===== config.mk =====
export PLATFORM = sky130hd
export DESIGN_NAME = mem_arbiter
export DESIGN_NICKNAME = d
export VERILOG_FILES = /design/src/rtl/mem_arbiter_pkg.sv /design/src/rtl/mem_arbiter_rr_pick.sv /design/src/rtl/mem_arbiter.sv
export SDC_FILE = /design/constraint.sdc
export NUM_CORES = 1
export LEC_CHECK = 0
export ABC_CLOCK_PERIOD_IN_PS = 2600
export CAP_MARGIN = 30
export CORE_AREA = 2 2 131 133
export DETAILED_ROUTE_END_ITERATION = 7
export DIE_AREA = 0 0 133 135
export SYNTH_ARGS = -nofsm -noshare
export SYNTH_HDL_FRONTEND = slang
export SYNTH_HIERARCHICAL = 1
export SYNTH_SLANG_ARGS = --single-unit
export TNS_END_PERCENT = 30

===== constraint.sdc =====
create_clock -name i_clk -period 2.6 [get_ports i_clk]
set_input_delay 0.39 -clock i_clk [delete_from_list [all_inputs] [get_ports i_clk]]
set_output_delay 0.39 -clock i_clk [all_outputs]
set_load 0.01 [all_outputs]

===== src/rtl/mem_arbiter_pkg.sv =====
// Shared types and constants for the shared-memory arbiter.
`default_nettype none

package mem_arbiter_pkg;

    localparam int N_PROC_DEF = 4;
    localparam int PROC_ID_W  = $clog2(N_PROC_DEF);
    localparam int ADDR_W     = 16;
    localparam int BUS_W      = 32;

    typedef logic [ADDR_W-1:0] addr_t;

    typedef enum logic {
        ARB_RD = 1'b0,
        ARB_WR = 1'b1
    } arb_kind_t;

    // Successor of idx in a ring of n slots.
    function automatic int wrap_inc(input int idx, input int n);
        return (idx + 1 >= n) ? 0 : idx + 1;
    endfunction

endpackage

`default_nettype wire


===== src/rtl/mem_arbiter_rr_pick.sv =====
// Combinational round-robin picker: first set request at or after start, wrapping N-1 -> 0.
`default_nettype none

module mem_arbiter_rr_pick #(
    parameter int N    = 4,
    parameter int ID_W = 2
) (
    input  logic [N-1:0]    req,
    input  logic [ID_W-1:0] start,
    output logic            vld,
    output logic [ID_W-1:0] idx
);

    logic [ID_W-1:0] slot;

    // Scan from the farthest slot back to start so the nearest hit is written last.
    always_comb begin
        vld  = 1'b0;
        idx  = '0;
        slot = '0;
        for (int k = N - 1; k >= 0; k--) begin
            slot = ID_W'((int'(start) + k) % N);
            if (req[slot]) begin
                vld = 1'b1;
                idx = slot;
            end
        end
    end

endmodule

`default_nettype wire


===== src/rtl/mem_arbiter.sv =====
// Round-robin arbiter between proc requesters and the single-port data memory.
// Optional ARB_WR_PRIO_EN: pending writes beat all reads on a free edge.
`default_nettype none

module mem_arbiter
    import mem_arbiter_pkg::*;
#(
    parameter int N_PROC = 4
) (
    input  logic              i_clk,
    input  logic              i_rstn,
    input  logic [N_PROC-1:0] i_req_rd,
    input  logic [N_PROC-1:0] i_req_wr,
    input  logic [N_PROC-1:0] i_wr_en,
    input  addr_t             i_addr    [N_PROC],
    input  logic [BUS_W-1:0]  i_wdata   [N_PROC],
    input  logic [2:0]        i_wr_size [N_PROC],
    output logic [N_PROC-1:0] o_grant_rd,
    output logic [N_PROC-1:0] o_grant_wr,
    output logic [BUS_W-1:0]  o_rdata,
    output addr_t             o_mem_addr,
    output logic [BUS_W-1:0]  o_mem_wdata,
    output logic [2:0]        o_mem_wr_size,
    output logic              o_mem_wr_en,
    input  logic [BUS_W-1:0]  i_mem_rdata
);

    localparam int ID_W = (N_PROC > 1) ? $clog2(N_PROC) : 1;

    logic            own_vld;
    logic [ID_W-1:0] own_id;
    arb_kind_t       own_kind;
    logic [ID_W-1:0] rr_ptr;

    logic            free;
    logic [N_PROC-1:0] any_req;
    logic            any_vld;
    logic [ID_W-1:0] any_idx;
    logic            pick_vld;
    logic [ID_W-1:0] pick_idx;

    assign any_req = i_req_rd | i_req_wr;

    mem_arbiter_rr_pick #(
        .N    (N_PROC),
        .ID_W (ID_W)
    ) u_pick_any (
        .req   (any_req),
        .start (rr_ptr),
        .vld   (any_vld),
        .idx   (any_idx)
    );

`ifdef ARB_WR_PRIO_EN
    logic            wr_vld;
    logic [ID_W-1:0] wr_idx;

    mem_arbiter_rr_pick #(
        .N    (N_PROC),
        .ID_W (ID_W)
    ) u_pick_wr (
        .req   (i_req_wr),
        .start (rr_ptr),
        .vld   (wr_vld),
        .idx   (wr_idx)
    );

    assign pick_vld = wr_vld | any_vld;
    assign pick_idx = wr_vld ? wr_idx : any_idx;
`else
    assign pick_vld = any_vld;
    assign pick_idx = any_idx;
`endif

    // A read owner keeps the port while it still requests; a write owner always lets go.
    assign free = !own_vld
                | ((own_kind == ARB_RD) && !i_req_rd[own_id])
                | (own_kind == ARB_WR);

    always_ff @(posedge i_clk or negedge i_rstn) begin
        if (!i_rstn) begin
            own_vld  <= 1'b0;
            own_id   <= '0;
            own_kind <= ARB_RD;
            rr_ptr   <= '0;
        end else if (free) begin
            if (pick_vld) begin
                own_vld  <= 1'b1;
                own_id   <= pick_idx;
                own_kind <= i_req_wr[pick_idx] ? ARB_WR : ARB_RD;
                rr_ptr   <= ID_W'(wrap_inc(int'(pick_idx), N_PROC));
            end else begin
                own_vld  <= 1'b0;
            end
        end
    end

    always_comb begin
        o_grant_rd = '0;
        o_grant_wr = '0;
        for (int i = 0; i < N_PROC; i++) begin
            o_grant_rd[i] = own_vld && (own_id == ID_W'(i)) && (own_kind == ARB_RD) && i_req_rd[i];
            o_grant_wr[i] = own_vld && (own_id == ID_W'(i)) && (own_kind == ARB_WR) && i_req_wr[i];
        end
    end

    assign o_mem_wr_en   = o_grant_wr[own_id] & i_wr_en[own_id];
    assign o_mem_addr    = own_vld ? i_addr[own_id]    : '0;
    assign o_mem_wdata   = own_vld ? i_wdata[own_id]   : '0;
    assign o_mem_wr_size = own_vld ? i_wr_size[own_id] : '0;
    assign o_rdata       = i_mem_rdata;

endmodule

`default_nettype wire


* Yosys cells after proc, flatten, opt, wreduce, memory -nomap -nowiden
Index checks and enable logic that the tools add are counted.
** Storage, ports and cells
- Register bits after elaboration :: 6
- Bits of input ports :: 250
- Output and inout port bits :: 92
- Logic and storage cells :: 89
** Operators by class
- Add/sub/neg operators :: 4
- Order comparisons :: 8
- Equal/unequal tests :: 3
- Muxes and demuxes :: 39
- Bitwise logic cells :: 6
- Reduce and logical (&&, ||, !) cells :: 25
** Operators by type and width (number)
- two-way mux 32 bit :: 3
- binary-select mux 32 bit (select 2 bit) :: 1
- two-way mux 16 bit :: 3
- binary-select mux 16 bit (select 2 bit) :: 1
- logical AND 1 bit :: 21
- < comparator 2 x 3 -> 1 bit, second input constant :: 6
- binary-select mux 1 bit (select 2 bit) :: 8
- two-way mux 1 bit :: 14
- two-way mux 2 bit :: 5
- two-way mux 3 bit :: 3
- binary-select mux 3 bit (select 2 bit) :: 1
- greater-or-equal comparator 3 bit, second input constant :: 2
- adder 2 bit, second input constant :: 2
- equality test 2 bit, second input constant :: 2
- bitwise OR 4 bit :: 1
- adder 2 x 1 -> 3 bit, second input constant :: 1
- inverter 2 -> 3 bit :: 1
- adder 2 x 1 -> 2 bit, second input constant :: 1
- equality test 2 x 1 -> 1 bit, second input constant :: 1
- zero test 1 bit :: 2
- zero test 2 bit :: 1
- bitwise OR 1 bit :: 2
- AND reduction 2 bit :: 1
- AND 1 bit :: 1
- inverter 1 bit :: 1

* Longest topological paths before layout
Gate-level depths: netlist of the first run.
- Depth after elaboration :: 10
- Depth in mapped cells :: 7
- Gate-level depth less buffers :: 7

* Hierarchy
The synthesis of the first run kept the hierarchy.
** By module, submodules not included
- mem_arbiter :: times used 1, cells each 201, area an instance 2274.7 um^2, seq. area each 150.1 um^2
- mem_arbiter_rr_pick :: times used 1, cells each 13, area an instance 77.6 um^2, seq. area each 0.0 um^2

* Least setup slack after synthesis of the first run
OpenSTA, ideal clock, no wires.
- Path type :: input port to flip-flop
- From :: input port i_req_wr[2]
- To :: register own_kind
- Setup time :: 0.123 ns
- Arrival time :: 1.803 ns
- Data required time :: 2.477 ns
- Setup slack :: 0.675 ns
- Stages :: 7
- Path buffers :: 0
- Path through :: or2_2 -> nand2_1 -> nor2_1 -> a211oi_2 -> mux4_2 -> mux2i_1 -> nor2_1
** Between the ends
- Longest elaborated chain between the ends :: 10
- Elaborated cells between the ends (all ways) :: 21
- Classes of those cells :: mux: 19; bitwise: 1; reduce/logical: 1
** RTL lines
- start: declaration :: RTL line mem_arbiter.sv:13 : input logic [N_PROC-1:0] i_req_wr,
- bitwise OR 4 bit (*) :: RTL line mem_arbiter.sv:42 : assign any_req = i_req_rd | i_req_wr;
- binary-select mux 1 bit (select 2 bit) :: RTL line mem_arbiter_rr_pick.sv:23 : if (req[slot]) begin
- two-way mux 1 bit (implied by the code) :: RTL line mem_arbiter_rr_pick.sv:23
- two-way mux 2 bit (3 in series) :: RTL line mem_arbiter_rr_pick.sv:23
- two-way mux 2 bit (*) :: RTL line mem_arbiter_rr_pick.sv:23
- net any_idx[0] :: RTL line mem_arbiter.sv:38 : logic [ID_W-1:0] any_idx;
- binary-select mux 1 bit (select 2 bit) (*) :: RTL line mem_arbiter.sv:90 : own_kind <= i_req_wr[pick_idx] ? ARB_WR : ARB_RD;
- two-way mux 1 bit (implied by the code) (*) :: RTL line mem_arbiter.sv:90
- two-way mux 1 bit (*) :: RTL line mem_arbiter.sv:90
- end signal: assignment :: RTL line mem_arbiter.sv:90
- end: declaration :: RTL line mem_arbiter.sv:32 : arb_kind_t own_kind;
Mark *: on every way through the listed nets, which the timed path passes. The rest lies on a longest branch. The select of a mux whose other input is x is not followed.
A chain may end at the register's enable or synchronous reset.

* Worst setup path in the final report of the first run
- From :: register own_id[0]
- To :: output port o_mem_wdata[3]
** Between the ends
- Longest elaborated chain between the ends :: 5
** RTL lines
- start: declaration :: RTL line mem_arbiter.sv:31 : logic [ID_W-1:0] own_id;
- start signal: assignment :: RTL line mem_arbiter.sv:89 : own_id <= pick_idx;
- inverter 2 -> 3 bit (implied by the code) :: RTL line mem_arbiter.sv:109 : assign o_mem_wdata = own_vld ? i_wdata[own_id] : '0;
- binary-select mux 32 bit (select 2 bit) :: RTL line mem_arbiter.sv:109
- two-way mux 32 bit (implied by the code) (2 in series) :: RTL line mem_arbiter.sv:109
- two-way mux 32 bit :: RTL line mem_arbiter.sv:109
- end: declaration :: RTL line mem_arbiter.sv:22 : output logic [BUS_W-1:0] o_mem_wdata,
No other way between the ends. The select of a mux whose other input is x is not followed.

==> results of run 1 <==
==> power breakdown <==
group / internal [mW] / total [mW] / switching, mW
registers: 0.144 / 0.222 / 0.0784
logic: 2.39 / 3.79 / 1.40
clock network: 0.204 / 0.260 / 0.0563
total: 2.74 / 4.27 / 1.54
==> how the worst min path moves through the flow <==
stage / from / slack [ns] / end
finish: i_rstn / 0.41 / own_vld
global route: i_rstn / 0.43 / own_vld
CTS: i_rstn / 0.41 / own_vld
detailed placement: rr_ptr[0] / 0.58 / rr_ptr[0]
global placement: rr_ptr[0] / 0.58 / rr_ptr[0]
floorplan: i_rstn / 0.09 / own_id[0]
==> state kept, by name (all words and copies together) (netlist names) <==
name and cells:
own_vld 1, own_kind 1, own_id 2, rr_ptr 2
==> cells by family after synthesis <==
| group | synth area share [%] |
|---|---|
| simple gates | 22.0 |
| mux | 52.9 |
| buf+inv | 14.8 |
| compound gates | 3.35 |
| flops | 6.38 |
| fa+ha+maj | 0.532 |
==> per-layer routing <==
metal / track usage, % / up-vias / part of all wire [%] / wire, um
met4: 3.11 / 0 / 1.2 / 147
met1: 13.5 / 1363 / 36 / 4330
met5: 0 / - / 0 / 0
met2: 22.7 / 182 / 52 / 6230
met3: 4.17 / 19 / 10 / 1190
li1: - / 1274 / - / -
==> area by class of cell <==
| class | count | area, um2 |
|---|---|---|
| Fill cell | 1626 | 11100 |
| Timing Repair Buffer | 289 | 2940 |
| Multi-Input combinational cell | 156 | 1850 |
| Tap cell | 220 | 275 |
| Sequential cell | 6 | 155 |
| Clock buffer | 4 | 78.8 |
==> critical path, cell delays in order (launching register included) <==
cell	delay (ns)
dfrtp_4	0.44
buf_12	0.24
mux4_2	0.55
and2_1	0.18
clkdlybuf4s50_1	0.49
==> timing repair <==
action / 4_1_cts / 5_1_grt
hold endpoints to repair: 0 / 0
setup endpoints to repair: 8 / 16
cloned: 1 / 0
gates resized for setup: 1 / 5
==> layout by cell type, fill, tap and decap left out, drive strengths merged <==
cell type / instances
nor2: 9
nor3: 1
o211ai: 2
and3b: 1
bufbuf: 1
and2: 51
or2: 5
buf: 11
mux4: 52
nand2: 7
o22ai: 1
nand3: 2
or3b: 1
nor4b: 1
clkbuf: 4
nand2b: 3
a21oi: 1
a211oi: 2
a311oi: 2
ha: 1
dfrtp: 6
clkdlybuf4s50: 273
mux2i: 4
dlymetal6s2s: 3
dlygate4sd2: 1
nor3b: 4
mux2: 3
nand3b: 2
o221ai: 1
==> through the flow <==
stage / instance area, um2 / instances / worst slack, ns / hold slack [ns]
final: 5300 / 675 / 0.0429 / 0.408
after global routing: 5300 / 675 / -0.0307 / 0.432
after CTS: 5290 / 675 / 0.00203 / 0.411
after detailed placement: 5180 / 670 / 0.146 / 0.585
after global placement: 5180 / 670 / 0.137 / 0.582
after floorplan: 2350 / 214 / 0.675 / 0.0944
==> impl_metrics.ini, run 1 <==
[run_status]
status = finished, final reports clean

[cts]
h-tree-depth = 1
clock-sinks = 6
postCtsSetupRepairBufs = 0
ctsHoldBuffers = 0
cts_tree = yes
cts_root_buf = clkbuf_16
clk_pin_slew_ns = 0.04
cts_buffer_depth = 2
cts_made_buffers = 3
clkLatencyLatePin_ns = 0.23

[sta]
drv_slew = 0
relSlewSlack_pct = 74.9
fin_skew_ns = 0.00184
max_clock_freq_mhz = 391
tightestPinTransition_ns = 0.367
setup_viol = 0
fin_crit_sh_pct = 98.3
hold_viol = 0
rsz0062_at_grt = yes
setup_tns_ns = 0
period_needed_ns = 2.56

[synth]
synth_cell_types = 29
synth_edf_count = 0
synth_most_common_cell = mux4_2
yosysWarnings = 6
synth_area_leaders = mux4_2 (50%), and2_1 (14%), buf_4 (11%)
ys_seq_elements = 6
seq_area_frac_synth_pct = 6.38
async_flop_share_pct = 100
syn-num-nets = 465
yosys-top-cells-count = mux4_2 (52), and2_1 (51), buf_4 (33)
synth.top_cell.area_share_pct = 49.8
ys.flop_type = dfrtp_1
syn_area_um2 = 2350
synth_area_leader_cell = mux4_2
syn_inst = 214
syn_avg_cell_area_um2 = 11.0

[setup_path]
worstSetupPathType = reg -> out
cp.arrival_ns = 2.17
r2r-start = own_id[0]
r2r_cells = 4
start_kind = flop
r2r_end = rr_ptr[1]
cp-end-kind = primary output
cp_max_fo = 31
required_ns = 2.21
crit_start = own_id[0]
crit_end = o_mem_wdata[3]
r2r_slack_ns = 0.68

[routing]
first_iter_violations = 91
dr.pass1.iters = 4
vias_per_cell = 4.20
ant_nets = 0
drcViolationCount = 0
wirelength_mm = 11.9
routedWlPerCell_um = 17.6
routed-via-count = 2838

[power]
power.density_nw_per_um2 = 805
power.leakage_nw = 1.88
power_mw = 4.27
irDropWorstVdd_uv = 359

[cells_and_area]
layout.nets = 707
n_antenna_cell = 0
area_growth_pct = 125
final_util_pct = 32.3
drive_above_1_share_pct = 17.6

[global_routing]
gr-total-overflow = 0
antenna_found_initial = 0
grt_pass1_vias = 3135
grt_use_total_pct = 12.3
grt_max_degree = 32
grt_pass1_wl_mm = 17.5

[die]
die_h_um = 135
core_um2 = 16400
die_w_um = 133
start_util_pct = 14.3
row_count = 47
die-area_um2 = 18000
io_pins = 342

[run]
drv_cap = 0

[place]
routabilityCongestion = 0.855
portBuffers = 277
hpwl_mm = 9.75

[worst_hold_path]
hold_class = in -> async
(Power assumes the default switching activity.)
==> run 2, diff against run 1 <==
--- a/config.mk
+++ b/config.mk
@@ -8,6 +8,7 @@
 export ABC_CLOCK_PERIOD_IN_PS = 2600
 export CAP_MARGIN = 30
 export CORE_AREA = 2 2 131 133
+export CTS_CLUSTER_DIAMETER = 30
 export DETAILED_ROUTE_END_ITERATION = 7
 export DIE_AREA = 0 0 133 135
 export SYNTH_ARGS = -nofsm -noshare
==> results of run 2 <==
Same layout as run 1: the final DEF is identical, and so are final timing and power.
